`config.mk`:
```
export PLATFORM = sky130hd
export DESIGN_NAME = led_seq
export DESIGN_NICKNAME = d
export VERILOG_FILES = /design/src/rtl/led_seq.sv
export SDC_FILE = /design/constraint.sdc
export NUM_CORES = 1
export LEC_CHECK = 0
export ABC_AREA = 1
export BUFFER_PORTS_ARGS = -buffer_cell sky130_fd_sc_hd__buf_4
export CAP_MARGIN = 15
export CORE_MARGIN = 4
export CORE_UTILIZATION = 50
export CTS_CLUSTER_SIZE = 30
export DETAILED_ROUTE_END_ITERATION = 10
export PLACE_DENSITY = 0.68
export SETUP_SLACK_MARGIN = 0.2
export SLEW_MARGIN = 20
export SYNTH_ARGS = -nofsm -noshare
export SYNTH_HDL_FRONTEND = slang
export SYNTH_SLANG_ARGS = --single-unit
```
`constraint.sdc`:
```
create_clock -name clk -period 3.65 [get_ports clk]
set_clock_uncertainty 0.1 [all_clocks]
set_input_delay 0.73 -clock clk [delete_from_list [all_inputs] [get_ports clk]]
set_output_delay 0.73 -clock clk [all_outputs]
set_load 0.02 [all_outputs]
```
`src/rtl/led_seq.sv`:
```
// Eight-LED pattern sequencer: four display programs, one step every DIV clocks.
// Optional PWM brightness gating when LED_SEQ_PWM_EN is defined.
module led_seq #(
  parameter int unsigned DIV = 1500000
) (
  input  logic       clk,
  input  logic       rst,
  input  logic       start,
  input  logic       stop,
  input  logic [1:0] mode,
`ifdef LED_SEQ_PWM_EN
  input  logic [2:0] bright,
`endif
  output logic       busy,
  output logic       step,
  output logic       LED0,
  output logic       LED1,
  output logic       LED2,
  output logic       LED3,
  output logic       LED4,
  output logic       LED5,
  output logic       LED6,
  output logic       LED7
);

  localparam int unsigned PW = (DIV > 1) ? $clog2(DIV) : 1;
  localparam logic [PW-1:0] PrescLast = PW'(DIV - 1);

  typedef enum logic [0:0] {StIdle, StRun} state_e;

  state_e        state_q, state_d;
  logic [7:0]    pattern_q, pattern_d;
  logic [PW-1:0] presc_q, presc_d;
  logic [1:0]    mode_q, mode_d;
  logic          dir_up_q, dir_up_d;
  logic [7:0]    leds;

  function automatic logic [7:0] init_pattern(input logic [1:0] m);
    case (m)
      2'd0:    return 8'h00;
      2'd3:    return 8'hFF;
      default: return 8'h01;
    endcase
  endfunction

  always_comb begin
    state_d   = state_q;
    pattern_d = pattern_q;
    presc_d   = presc_q;
    mode_d    = mode_q;
    dir_up_d  = dir_up_q;
    step      = 1'b0;
    case (state_q)
      StIdle: begin
        pattern_d = 8'h00;
        presc_d   = '0;
        dir_up_d  = 1'b1;
        if (start && !stop) begin
          state_d   = StRun;
          mode_d    = mode;
          pattern_d = init_pattern(mode);
        end
      end
      StRun: begin
        if (stop) begin
          state_d   = StIdle;
          pattern_d = 8'h00;
          presc_d   = '0;
          dir_up_d  = 1'b1;
        end else if (start) begin
          mode_d    = mode;
          pattern_d = init_pattern(mode);
          presc_d   = '0;
          dir_up_d  = 1'b1;
        end else if (presc_q == PrescLast) begin
          presc_d = '0;
          step    = 1'b1;
          case (mode_q)
            2'd0: pattern_d = pattern_q + 8'd1;
            2'd1: pattern_d = {pattern_q[6:0], pattern_q[7]};
            2'd2: begin
              pattern_d = dir_up_q ? {pattern_q[6:0], 1'b0} : {1'b0, pattern_q[7:1]};
              // Direction flips on arriving at either end so each end shows once.
              if (pattern_d == 8'h80) dir_up_d = 1'b0;
              if (pattern_d == 8'h01) dir_up_d = 1'b1;
            end
            default: pattern_d = ~pattern_q;
          endcase
        end else begin
          presc_d = presc_q + PW'(1);
        end
      end
      default: state_d = StIdle;
    endcase
    if (rst) step = 1'b0;
  end

  always_ff @(posedge clk) begin
    if (rst) begin
      state_q   <= StIdle;
      pattern_q <= 8'h00;
      presc_q   <= '0;
      mode_q    <= 2'd0;
      dir_up_q  <= 1'b1;
    end else begin
      state_q   <= state_d;
      pattern_q <= pattern_d;
      presc_q   <= presc_d;
      mode_q    <= mode_d;
      dir_up_q  <= dir_up_d;
    end
  end

`ifdef LED_SEQ_PWM_EN
  logic [2:0] pwm_q, pwm_d;
  logic [7:0] led_q, led_d;

  // Gate against the counter value that will be live alongside the new pattern.
  always_comb begin
    pwm_d = pwm_q + 3'd1;
    led_d = pattern_d & {8{pwm_d <= bright}};
  end

  always_ff @(posedge clk) begin
    if (rst) begin
      pwm_q <= 3'd0;
      led_q <= 8'h00;
    end else begin
      pwm_q <= pwm_d;
      led_q <= led_d;
    end
  end

  assign leds = led_q;
`else
  assign leds = pattern_q;
`endif

  assign busy = (state_q == StRun);
  assign {LED7, LED6, LED5, LED4, LED3, LED2, LED1, LED0} = leds;

endmodule
```
; ---- Word level (Yosys, flattened, before mapping)
; Index checks and enable logic that the tools add are counted.
; Widths: inputs -> output; s select.
[op_classes]
bitwise = 2
n_addsub = 2
eq_ne = 12
reduce_logical = 6
n_mux = 31
[ops]
columns = op, count
row1 = $mux 21, 3
row2 = $pmux 21 s2, 1
row3 = $mux 8, 5
row4 = $pmux 8 s2, 2
row5 = $pmux 8 s3, 1
row6 = $add 21x1->21 const B, 1
row7 = $eq 21x21->1 const B, 1
row8 = $mux 1, 13
row9 = $add 8x1->8 const B, 1
row10 = $eq 8x1->1 const B, 1
row11 = $eq 8x8->1 const B, 1
row12 = $ne 4x3->1 const B, 2
row13 = $not 8->8, 1
row14 = $mux 2, 3
row15 = $ne 2x2->1 const B, 3
row16 = $reduce_and 3->1, 2
row17 = $ne 5x3->1 const B, 1
row18 = $eq 2x2->1 const B, 2
row19 = $logic_not 2->1, 2
row20 = $pmux 1 s2, 2
row21 = $pmux 2 s2, 1
row22 = $eq 2x1->1 const B, 1
row23 = $logic_and 1x1->1, 1
row24 = $logic_not 1->1, 1
row25 = $not 1->1, 1
[totals]
ff_bits = 33
out_inout_bits = 10
wordCells = 58

; ---- Longest topological paths before layout
[depth]
ltp_word = 9
ltp_mapped = 11

; ---- Worst setup path after synthesis
; Ideal clock, no wire load.
[synth_path]
path_type = in2out
startpoint = input port stop
endpoint = output port step
path_slack_ns = 1.384
required_ns = 2.820
arrival_time_ns = 1.436
path_stages = 5
n_path_buf = 0
cell_sequence = inv_1 nand2_1 nor2_1 nand2_1 nor2_1
[synth_via]
elab_chain_cells = 3
[synth_lines]
columns = element, line
row1 = start: declaration, 9  ; input logic stop,
row2 = $mux 1, 65  ; if (stop) begin
row3 = $mux 1, 53  ; case (state_q)
row4 = $mux 1, 95  ; if (rst) step = 1'b0;
row5 = end: declaration, 15  ; output logic step,
; Every way passes these cells.

; ---- Worst setup path after layout
[layout_path]
startpoint = register presc_q[0]
endpoint = output port step
[layout_via]
elab_chain_cells = 6
[layout_lines]
columns = element, line
row1 = start: declaration, 33  ; logic [PW-1:0] presc_q, presc_d;
row2 = start signal: assignment, 108  ; presc_q <= presc_d;
row3 = $eq 21x21->1, 75  ; end else if (presc_q == PrescLast) begin
row4 = $mux 1, 75
row5 = $mux 1, 70  ; end else if (start) begin
row6 = $mux 1, 65
row7 = $mux 1, 53
row8 = $mux 1, 95
; Every way passes these cells.

==> results by stage <==
Run status:
- The flow ran to the end, and the final reports show no timing, DRC or antenna violations.

STA:
- The peak clock frequency supported by timing is 402 MHz.
- The worst hold slack across all endpoints is approximately 0.38 ns.
- The slew at the pin closest to its max-slew limit is 0.553 ns.
- Setup slack closes at approximately 1.2 ns.
- The number of max-slew violations in the final report is 0.
- After layout, the minimum clock period comes to around 2.5 ns.
- Setup repair after global routing left no endpoint under its margin.
- Dividing the final minimum period by the clock period gives 0.681.
- The max-slew headroom at the worst pin is 0.631.
- The hold violation count in the final report came to 0.
- Setup violations remaining at the end of the flow were counted as 0.
- The summed negative setup slack over all endpoints is 0 ns.

Synthesis:
- In the synthesized netlist, the number of instances is about 330.
- The Yosys step of the flow raised 0 warnings.
- The combined area of all synthesized cells is about 0.0021 mm².
- For this run, the register share of the synthesized area comes to 0.314.
- In this run the mean area of a mapped cell was between 6 and 7 µm².
- Of all flip-flops after synthesis, the portion carrying an async set or reset was 0.
- The post-synthesis net count is approximately 340.
- In this run, synthesis inferred 0 flip-flops with an integrated enable.
- Among all flip-flop cells after synthesis, the most frequent one is sky130_fd_sc_hd__dfxtp_1.
- The flop and latch count out of synthesis is 33.
- The number of different library cells used by synthesis comes to 32.

CTS:
- Gates resized during post-CTS repair numbered 0.
- The clock reaches the later pin of the worst-skew pair after approximately 0.28 ns.
- The root buffer cell chosen for the clock tree is sky130_fd_sc_hd__clkbuf_8.
- In this run the deepest clock path goes through 2 buffers.
- The number of hold-repair buffers added at the cts stage is 0.
- The number of buffers created by CTS is 5.
- The H-tree depth is 2.
- After clock tree synthesis, the clock-pin slew on the worst setup and hold paths is 0.06 ns.
- After clock tree synthesis, the setup repair step added 0 buffers.
- The clock sink total is 33.
- The clock tree from TritonCTS is done.

Finish:
- Relative to the synthesized area, the layout overhead comes to 11.4%.
- The number of nets in the layout is 357.
- The proportion of layout cells with a drive suffix above 1 is 0.129.
- Excluding fillers, the count of instances in the completed layout stands at 400.
- The repair_antennas step left the layout with diodes totalling 0.

Route:
- The number of search-and-repair iterations in the first detailed-routing pass is 4.
- Dividing the detail-routed wire length by the instance count gives approximately 11 µm.
- The count of unresolved DRC violations after routing is 0.
- The count of nets left with antenna violations once routing finished came out at 0.
- After the first detailed-routing iteration, the DRC count stood at around 150.
- The final layout contains routed wiring with a total length of roughly 4.6 mm.
- The via count is between 2000 and 2500.
- The number of vias per cell after detailed routing is 5.06.

GRT:
- Global routing finished with a remaining overflow of 0.
- The pin count of the biggest net entering global routing is 22.
- The initial antenna violation count is 0.
- The first global-routing pass estimated ~8 mm of wire.
- For this run, the total global-route usage over all layers was measured as 0.189.
- The via count of the first global-routing pass came to between 1500 and 2000.

Pwr:
- The worst supply voltage drop on vdd is around 0.23 mV.
- Cell internal power was estimated by the tool at approximately 0.61 mW.
- The share of total power dissipated in sequential elements is 0.472.
- The switching power of the nets is between 0.15 and 0.2 mW.
- Of the total power, combinational logic draws 0.086.
- The net switching share of the total power is 0.234.
- The leakage power summed over all cells is 0.921 nW.
- The clock network power share is 0.443.
- In this run the power density over the cells is 341 mW/mm².

Setup path:
- By startpoint and endpoint, the worst setup path is classified as flop to output pin.
- The biggest fanout along the worst timing path is 5.
- In this run the register-to-register setup slack is between 1.5 and 2 ns.
- STA puts the critical path data required time at about 2.8 ns.
- STA puts the critical path data arrival time at around 1.7 ns.
- The critical path launch point type is a flop.
- The worst setup path is captured at an output pin.

Hold path:
- The type of the most critical hold path is flop to flop.

Floorplanning:
- The floorplan step defined a die boundary enclosing between 0.005 and 0.006 mm².
- The die extent in y is ~73 µm.
- After floorplanning, the core was sized to cover roughly 0.004 mm².
- The starting density of the core is 0.523.
- The number of core rows is 23.
- 16 I/O pins were placed.
- The die width is around 73 µm.

Placement:
- The half-perimeter wire length after placement is between 3 and 4 mm.
- The count of port buffers added during placement is 15.
- The final weighted congestion in routability-driven placement is roughly 0.87.
- OpenSTA, run right after detailed placement, puts the worst setup slack at 1.27 ns.
- Including well taps, the total number of placed cells is between 300 and 400.

Flow run:
- The max-cap violation count is 0.
## cells in the final DEF, fill, tap and decap left out, drive strengths merged
master	count
a21oi	27
buf	15
bufinv	1
clkbuf	6
clkinvlp	1
dfxtp	33
ha	2
inv	44
nand2	93
nand3	17
nand3b	2
nand4	9
nor2	43
nor3	11
nor3b	2
nor4	1
o211ai	1
o21ai	32
o31ai	1
or2	3
xnor2	1
xor2	5
## final timing paths
kind / from / endpoint / depth (start not counted)
max: presc_q[0]$_SDFF_PP0_ / step / 8
max reg2reg: presc_q[0]$_SDFF_PP0_ / presc_q[14]$_SDFF_PP0_ / 10
min: presc_q[11]$_SDFF_PP0_ / presc_q[11]$_SDFF_PP0_ / 2
min reg2reg: presc_q[11]$_SDFF_PP0_ / presc_q[11]$_SDFF_PP0_ / 2
## per-stage QoR
stage	utilization	cell area, µm²	power (mW)
after floorplan	-	2110	0.431
after global placement	0.553	2230	0.454
after detailed placement	0.553	2230	0.453
after CTS	0.583	2350	0.812
after global routing	0.583	2350	0.838
final	0.583	2350	0.800
## registers in the layout, summed over array words and instances (netlist names)
name,cells
presc_q,21
leds,8
mode_q,2
busy,1
dir_up_q,1
## metal layers
metal	global-route usage	part of all wire
met1	0.300	0.55
met3	0.0372	0.054
met4	0.0553	0.0083
met5	0	0
met2	0.251	0.38
## worst max-delay path, cell delays in order, from the launching register on
cell	delay, ns
sky130_fd_sc_hd__dfxtp_1	0.40
sky130_fd_sc_hd__ha_1	0.24
sky130_fd_sc_hd__nand2_2	0.09
sky130_fd_sc_hd__nor2_4	0.13
sky130_fd_sc_hd__inv_2	0.06
sky130_fd_sc_hd__nor2_2	0.09
sky130_fd_sc_hd__nand3_2	0.11
sky130_fd_sc_hd__nor2_1	0.11
sky130_fd_sc_hd__buf_4	0.14
## cell type report
cell class                      instances  area (µm²)
Clock buffer                            6        82.6
Timing Repair Buffer                   15         113
Fill cell                             412        1680
Clock inverter                          2        37.5
Sequential cell                        33         661
Inverter                               44         165
Multi-Input combinational cell        250        1230
Tap cell                               50        62.6
## power by group through the flow
| stage | Combinational (mW) | Clock [mW] | Sequential (mW) |
|---|---|---|---|
| 6_report | 0.0685 | 0.354 | 0.377 |
| 5_1_grt | 0.0780 | 0.381 | 0.379 |
| 4_1_cts | 0.0681 | 0.367 | 0.377 |
| 3_5_place_dp | 0.0680 | 0 | 0.385 |
| 3_3_place_gp | 0.0684 | 0 | 0.386 |
| 2_1_floorplan | 0.0461 | 0 | 0.385 |
## cells by family after synthesis
group | share of synthesized area
AND/OR/NAND/NOR | 0.398
AO/OA/AOI/OAI | 0.147
buffers and inverters | 0.105
flip-flops | 0.314
XOR/XNOR | 0.0249
adder cells (fa/ha/maj) | 0.0119
## synth_stat cells, drive strengths merged, types with 4 or more instances
library cell   n  area, µm²
nand3         17       90.1
dfxtp         33        661
a21oi         27        135
o21ai         32        160
xor2           5       43.8
nor3          11       60.1
nand4          9       62.6
nor2          43        201
nand2         93        364
inv           44        165
buf            4       41.3
(Power assumes the default switching activity.)
